===== src/rtl/timer_controller.sv =====
// Sequencing controller for an N-bit up-counter: start/stop/pause, programmable terminal
// count, clock prescaler, one-shot or periodic reload, done pulse and saturating lap count.
module timer_controller #(
  parameter int N = 8,
  parameter int P = 4,
  parameter int L = 8
) (
  input  logic         i_clock,
  input  logic         i_reset,
  input  logic         i_start,
  input  logic         i_stop,
  input  logic         i_pause,
  input  logic         i_periodic,
  input  logic [N-1:0] i_load_val,
  input  logic [P-1:0] i_presc,
  output logic [N-1:0] o_cnt,
  output logic         o_tick,
  output logic         o_busy,
  output logic         o_done,
  output logic [L-1:0] o_laps,
  output logic [1:0]   o_state
);

  // Control handshake: i_start/i_stop are single-cycle strobes sampled on the rising
  // edge (stop wins over start, start wins over pause); i_pause is a level.
  typedef enum logic [1:0] {
    S_IDLE = 2'b00,
    S_RUN  = 2'b01,
    S_HOLD = 2'b10,
    S_DONE = 2'b11
  } state_t;

  state_t       r_state;
  logic [N-1:0] r_cnt;
  logic [N-1:0] r_limit;
  logic [P-1:0] r_presc_cnt;
  logic [P-1:0] r_presc;
  logic         r_periodic;
  logic [L-1:0] r_laps;
  logic         r_done;

  logic w_tick;
  logic w_last;
  logic w_start_ok;

  assign w_tick     = (r_state == S_RUN) && (r_presc_cnt == r_presc);
  assign w_last     = (r_cnt == r_limit - N'(1));
  assign w_start_ok = i_start && (i_load_val != '0);

  always_ff @(posedge i_clock or posedge i_reset) begin
    if (i_reset) begin
      r_state     <= S_IDLE;
      r_cnt       <= '0;
      r_limit     <= '0;
      r_presc_cnt <= '0;
      r_presc     <= '0;
      r_periodic  <= 1'b0;
      r_laps      <= '0;
      r_done      <= 1'b0;
    end else begin
      r_done <= 1'b0;
      if (i_stop) begin
        r_state     <= S_IDLE;
        r_cnt       <= '0;
        r_presc_cnt <= '0;
        r_laps      <= '0;
      end else if (w_start_ok) begin
        r_state     <= S_RUN;
        r_cnt       <= '0;
        r_presc_cnt <= '0;
        r_laps      <= '0;
        r_limit     <= i_load_val;
        r_presc     <= i_presc;
        r_periodic  <= i_periodic;
      end else begin
        case (r_state)
          S_RUN: begin
            if (w_tick) begin
              r_presc_cnt <= '0;
              if (w_last) begin
                r_done <= 1'b1;
                if (r_periodic) begin
                  r_cnt <= '0;
                  if (r_laps != '1) r_laps <= r_laps + L'(1);
                end else begin
                  r_state <= S_DONE;
                end
              end else begin
                r_cnt <= r_cnt + N'(1);
              end
            end else begin
              r_presc_cnt <= r_presc_cnt + P'(1);
            end
            // The RUN cycle that sees pause still counts; freezing starts in HOLD, so the
            // HOLD->RUN exit cycle makes each paused cycle cost exactly one clock.
            if (i_pause && !(w_tick && w_last && !r_periodic)) r_state <= S_HOLD;
          end
          S_HOLD: if (!i_pause) r_state <= S_RUN;
          default: ;
        endcase
      end
    end
  end

  assign o_cnt   = r_cnt;
  assign o_tick  = w_tick;
  assign o_busy  = (r_state == S_RUN) || (r_state == S_HOLD);
  assign o_done  = r_done;
  assign o_laps  = r_laps;
  assign o_state = r_state;

endmodule


===== config.mk =====
export PLATFORM = sky130hd
export DESIGN_NAME = timer_controller
export DESIGN_NICKNAME = d
export VERILOG_FILES = /design/src/rtl/timer_controller.sv
export SDC_FILE = /design/constraint.sdc
export NUM_CORES = 1
export LEC_CHECK = 0
export CAP_MARGIN = 20
export CORE_MARGIN = 3
export CORE_UTILIZATION = 42
export DETAILED_ROUTE_END_ITERATION = 10
export HOLD_SLACK_MARGIN = 0.15
export PLACE_DENSITY_LB_ADDON = 0.15
export RECOVER_POWER = 50
export SYNTH_ARGS = -nofsm -noshare
export SYNTH_HDL_FRONTEND = slang
export SYNTH_SLANG_ARGS = --single-unit

===== constraint.sdc =====
create_clock -name i_clock -period 7.2 [get_ports i_clock]
set_input_delay 1.08 -clock i_clock [delete_from_list [all_inputs] [get_ports i_clock]]
set_output_delay 1.08 -clock i_clock [all_outputs]
set_load 0.01 [all_outputs]

==> impl_metrics.json, run 1 <==
{
  "io_buffers": 38,
  "initial_utilization_pct": 44.52,
  "fin_crit_ns": 3.546,
  "setup_tns_ns": 0,
  "drtAntennaViolNets": 0,
  "synth_seq_area_share_pct": 42.01,
  "n_antenna_cell": 0,
  "root_buffer": "clkbuf_8",
  "skew_ns": 0.005182,
  "clkLatencyLatePin_ns": 0.29,
  "nNetsFinal": 281,
  "syn_inst": 218,
  "rows": 25,
  "grt_max_degree": 37,
  "cp-start-kind": "input port",
  "cp_cell_sequence": "clkdlybuf4s50_1, or4_1, o21ai_0, nor2b_1, nand2_1, a41oi_1, mux2_2",
  "synth_top_cell_area_share_pct": 42.01,
  "synth-edff-count": 0,
  "r2r_cells": 8,
  "path_max_fanout": 10,
  "post_synth_fa_ha_maj_area_fraction_pct": 3.501,
  "gr-usage-all-layers_pct": 16.82,
  "worst_slew_pin_slew_ns": 1.925,
  "maxSlewViolCount": 37,
  "critPathKind": "input port to flip-flop",
  "crit_slowest_cell": "nor2b_1",
  "rsz0062_at_grt": "false",
  "die_x_um": 77.46,
  "regToRegEndpoint": "o_cnt[0]",
  "synthXorXnorAreaFrac_pct": 7.643,
  "core_mm2": 0.004817,
  "via_count": 1774,
  "maxCapViolCount": 1,
  "cts_tree": "built",
  "cp.depth": 7,
  "grt_pass1_wl_um": 8197,
  "synth_seq_cells": 36,
  "end_kind": "flip-flop",
  "viasPerCell": 5.458,
  "cts_max_level": 2,
  "dp_hpwl_um": 3586,
  "grt_overflow": 0,
  "synth_top_flop_cell": "dfrtp_1",
  "outcome": "finished with violations",
  "synthTopCellsByArea": "dfrtp_1, mux2_2, xor2_1",
  "avgSynthCellArea_um2": 9.837,
  "synthToLayoutAreaGrowth_pct": 24.68,
  "synth_top_area_cell": "dfrtp_1",
  "final_area_mm2": 0.002674,
  "hold-worst-slack_ns": 0.5329,
  "cts_setup_buffers": 0,
  "fmax_mhz": 282.0,
  "routedWlPerCell_um": 14.73,
  "die_height_um": 77.46,
  "ios": 39,
  "crit_buf_inv": 1,
  "p_leak_nw": 1.134,
  "cts.sinks": 36,
  "slowest_delay_ns": 0.58,
  "peakVddDrop_v": 0.00008501,
  "yosys_warnings": 0,
  "synth_compound_area_share_pct": 13.19,
  "cts_resized": 0,
  "endpoint": "o_state[1]",
  "layout-drive-gt1-share_pct": 10.47,
  "cp.required_ns": 7.38,
  "grt_pass1_vias": 1776,
  "antenna_found_initial": 0,
  "finalWirelength_um": 4788,
  "cts_hold_buf": 0,
  "async_flop_share_pct": 100.0,
  "worstHoldPathType": "flip-flop to flip-flop",
  "gp_congestion": 0.8415,
  "hold_start": "r_presc[2]",
  "cts.path.max_buffers": 2,
  "synthMuxAreaShare_pct": 7.760,
  "finalCritPeriodShare_pct": 49.25,
  "drt-initial-drc-count": 125,
  "drc": 0,
  "finalHoldViolCount": 0,
  "synth_area_mm2": 0.002145,
  "critical_path_arrival_ns": 3.72,
  "synth_nets": 242,
  "startpoint": "i_load_val[3]",
  "dieArea_mm2": 0.005999,
  "utilization_pct": 55.51,
  "dpl_cell_area_mm2": 0.002585,
  "path_clk_slew_ns": 0.08,
  "synth_top_family_by_area": "simple AND/OR/NAND/NOR gates",
  "dr.pass1.iters": 6,
  "critical_path.top_delay_family": "simple AND/OR/NAND/NOR gates",
  "cts_buffers": 5,
  "synth.distinct_cells": 48,
  "power.density_mw_per_mm2": 175.2,
  "synthSimpleGateAreaFrac_pct": 22.70,
  "setup_viol": 0,
  "relSlewSlack_pct": -28.32,
  "rrSetupSlack_ns": 4.29,
  "violations": "max-capacitance violations, max-slew violations",
  "r2r-start": "r_limit[0]"
}
[cell families after synthesis]
family	Yosys count
flops	36
buf+inv	17
fa+ha+maj	6
simple gates	88
xor+xnor	17
mux	15
compound gates	39
[stage by stage]
stage / setup slack [ns] / instances / total power, mW
2_1_floorplan: 4.183 / 218 / 0.2910
3_3_place_gp: 3.426 / 317 / 0.3223
3_5_place_dp: 3.376 / 317 / 0.3233
4_1_cts: 3.686 / 325 / 0.4722
5_1_grt: 3.441 / 325 / 0.4903
6_report: 3.654 / 325 / 0.4684
[final cells by class]
type | instances | area (um2)
Clock inverter | 2 | 10.01
Inverter | 10 | 37.54
Multi-Input combinational cell | 165 | 1175
Sequential cell | 36 | 900.9
Timing Repair Buffer | 39 | 384.1
Tap cell | 67 | 83.83
Fill cell | 494 | 2143
Clock buffer | 6 | 82.58
[synthesized netlist by cell type (2+ instances only)]
| cell | count |
|---|---|
| clkbuf_1 | 5 |
| a311oi_1 | 3 |
| ha_1 | 6 |
| a21oi_1 | 8 |
| or4_1 | 5 |
| a31oi_1 | 2 |
| nor3_1 | 7 |
| mux2i_1 | 2 |
| mux2_2 | 13 |
| o211ai_1 | 2 |
| nand2b_1 | 3 |
| xnor2_1 | 7 |
| nand3_1 | 13 |
| a211o_1 | 4 |
| nand2_1 | 15 |
| or3_1 | 5 |
| inv_1 | 10 |
| xor2_1 | 9 |
| nand4_1 | 3 |
| nor2_1 | 18 |
| nor2b_1 | 5 |
| o21ai_0 | 9 |
| dfrtp_1 | 36 |
| nor4_1 | 3 |
| and3_1 | 2 |
[registers in the layout (all words and copies together), names as in the netlist]
register and count:
r_presc_cnt 4, r_periodic 1, o_laps 8, r_presc 4, o_state 2, o_cnt 8
r_limit 8, o_done 1
[worst min-delay path by stage]
stage | endpoint | slack, ns | cells after the start
after floorplan | r_presc[3] | 0.50 | 1
after global placement | r_presc[2] | 0.52 | 1
after detailed placement | r_presc[2] | 0.53 | 1
after CTS | r_presc[2] | 0.54 | 1
after global routing | r_presc[3] | 0.56 | 1
final | r_presc[2] | 0.53 | 1
[placed cells by master (no fill, tap or decap), types with 2 or more instances in the layout]
cell type / count
clkinv_2: 2
nand2b_1: 3
nor3_1: 7
clkdlybuf4s50_1: 27
a211o_1: 4
mux2_2: 13
or3_1: 5
clkbuf_8: 6
nand3_1: 13
a311oi_1: 3
inv_1: 10
o211ai_1: 2
a21oi_1: 8
nor4_1: 3
nor2_1: 18
ha_1: 6
nand4_1: 3
xor2_1: 9
a31oi_1: 2
dlygate4sd3_1: 11
and3_1: 2
dfrtp_1: 36
nand2_1: 15
o21ai_0: 9
xnor2_1: 7
mux2i_1: 2
or4_1: 5
nor2b_1: 5
[power breakdown]
group | switching, mW | internal (mW) | total, mW
clock network | 0.0739 | 0.0764 | 0.150
logic | 0.0453 | 0.0438 | 0.0891
registers | 0.0145 | 0.214 | 0.229
total | 0.134 | 0.335 | 0.468
[per-layer routing]
| layer | wire [um] | global-route usage [%] |
|---|---|---|
| met1 | 2226 | 22.03 |
| met2 | 2294 | 27.55 |
| met3 | 226 | 3.944 |
| met4 | 41 | 5.160 |
| met5 | 0 | 0 |
No activity file was read; power rests on OpenSTA's default activity.
==> run 2: changes to the inputs <==
Clock period 7.2 ns to 3.01 ns, I/O delays scaled along.
==> impl_metrics.json, run 2 (synthesis gave the netlist of run 1 again) <==
{
  "outcome": "completed",
  "setup_tns_ns": 0,
  "antenna_found_initial": 0,
  "final_cell_mix": "dfrtp_1, clkdlybuf4s50_1, nor2_1",
  "cts_setup_buffers": 0,
  "routedWlPerCell_um": 14.50,
  "crit_slowest_cell": "or4b_4",
  "fin_crit_ns": 2.775,
  "core_mm2": 0.004817,
  "nFillCells": 478,
  "pwr-share-clk_pct": 32.2,
  "io_buffers": 38,
  "worstHoldPathType": "flip-flop to flip-flop",
  "cts_hold_buf": 0,
  "critical_path.top_delay_family": "simple AND/OR/NAND/NOR gates",
  "n_antenna_cell": 0,
  "regToRegEndpoint": "o_cnt[5]",
  "dr.pass1.iters": 4,
  "startpoint": "r_limit[0]",
  "end_kind": "flip-flop",
  "crit_buf_inv": 2,
  "r2r-start": "r_limit[0]",
  "utilization_pct": 56.75,
  "grt_max_degree": 25,
  "finalCritPeriodShare_pct": 92.20,
  "cts_tree": "built",
  "worst_slew_pin_slew_ns": 1.309,
  "dieArea_mm2": 0.005999,
  "cts.path.max_buffers": 2,
  "slowest_delay_ns": 0.51,
  "p_int_mw": 0.8055,
  "finalWirelength_um": 4829,
  "grt_pass1_vias": 1733,
  "drt-initial-drc-count": 114,
  "nNetsFinal": 289,
  "cp-start-kind": "flip-flop",
  "fmax_mhz": 360.4,
  "setup_viol": 0,
  "cts_buffers": 5,
  "final_area_mm2": 0.002734,
  "endpoint": "o_cnt[5]",
  "rsz0062_at_grt": "false",
  "drtAntennaViolNets": 0,
  "critical_path_arrival_ns": 2.96,
  "viasPerCell": 5.339,
  "skew_ns": 0.01413,
  "cp.required_ns": 3.19,
  "multiInputGateArea_mm2": 0.001175,
  "dp_hpwl_um": 3672,
  "clkLatencyLatePin_ns": 0.30,
  "p_sw_mw": 0.3254,
  "relSlewSlack_pct": 12.73,
  "rrSetupSlack_ns": 0.23,
  "regArea_um2": 900.9,
  "cts_max_level": 2,
  "layout.cells.non_filler": 333,
  "root_buffer": "clkbuf_8",
  "peakVddDrop_v": 0.0002788,
  "critPathKind": "flip-flop to flip-flop",
  "die_x_um": 77.46,
  "finalHoldViolCount": 0,
  "sw_frac_of_total_pct": 28.78,
  "die_height_um": 77.46,
  "layout_commonest_cell": "dfrtp_1",
  "via_count": 1778,
  "p_leak_nw": 1.175,
  "grt_overflow": 0,
  "maxCapViolCount": 0,
  "initial_utilization_pct": 44.52,
  "cts_resized": 0,
  "dpl_cell_area_mm2": 0.002645,
  "path_clk_slew_ns": 0.07,
  "grt_pass1_wl_um": 8418,
  "drc": 0,
  "seq_power_share_pct": 48.5,
  "r2r_cells": 9,
  "cp.depth": 9,
  "layout-drive-gt1-share_pct": 13.16,
  "path_max_fanout": 9,
  "power.density_mw_per_mm2": 413.7,
  "cp_cell_sequence": "inv_1, ha_1, or3b_1, or4b_4, a31oi_4, and3_1, buf_4, nor3_1, a211o_1",
  "rows": 25,
  "synthToLayoutAreaGrowth_pct": 27.48,
  "cts.sinks": 36,
  "dp_cells": 325,
  "gp_congestion": 0.7688,
  "ios": 39,
  "comb_power_share_pct": 19.3,
  "maxSlewViolCount": 0,
  "gr-usage-all-layers_pct": 17.68
}
==> run 2: changes by cell type in the layout (fill, tap and decap cells not counted) <==
cell,previous run,this run
buf_4,0,8
==> run 2: final cells by class <==
type                    instances  share of cell area [%]
clock buffers                   6                   3.021
clock inverters                 2                  0.3661
inverters                      10                   1.373
multi-input cells             165                   42.97
flip-flops and latches         36                   32.95
well taps                      67                   3.066
repair buffers                 47                   16.25
==> run 2: worst min path at each step <==
stage                           from    endpoint  cells after the start  slack (ns)
after detailed placement  r_presc[3]  r_presc[3]                      1        0.52
after floorplan           r_presc[3]  r_presc[3]                      1        0.50
after global routing      r_presc[0]  r_presc[0]                      1        0.56
after global placement    r_limit[7]  r_limit[7]                      1        0.51
after CTS                    i_reset  o_state[0]                      2        0.49
final                     r_presc[3]  r_presc[3]                      1        0.53
==> run 2: routing by layer <==
| metal | track usage (%) | part of all wire (%) |
|---|---|---|
| met1 | 24.57 | 49 |
| met2 | 26.77 | 45 |
| met3 | 4.292 | 4.7 |
| met4 | 6.406 | 1.4 |
| met5 | 0 | 0 |
==> run 2: power by group through the flow <==
| stage | combinational [mW] | sequential (mW) | clock [mW] |
|---|---|---|---|
| after global routing | 0.244 | 0.554 | 0.392 |
| after CTS | 0.223 | 0.548 | 0.373 |
| after detailed placement | 0.222 | 0.557 | 0 |
| after global placement | 0.219 | 0.556 | 0 |
| final | 0.218 | 0.548 | 0.365 |
| after floorplan | 0.148 | 0.548 | 0 |
==> run 2: stage by stage <==
stage                     power [mW]  hold slack (ns)  worst slack (ns)
after floorplan               0.6960           0.5011            0.4464
after global placement        0.7752           0.5143            0.2204
after detailed placement      0.7793           0.5178            0.2210
after CTS                      1.144           0.4880            0.2283
after global routing           1.190           0.5560           0.04638
final                          1.131           0.5298            0.2349
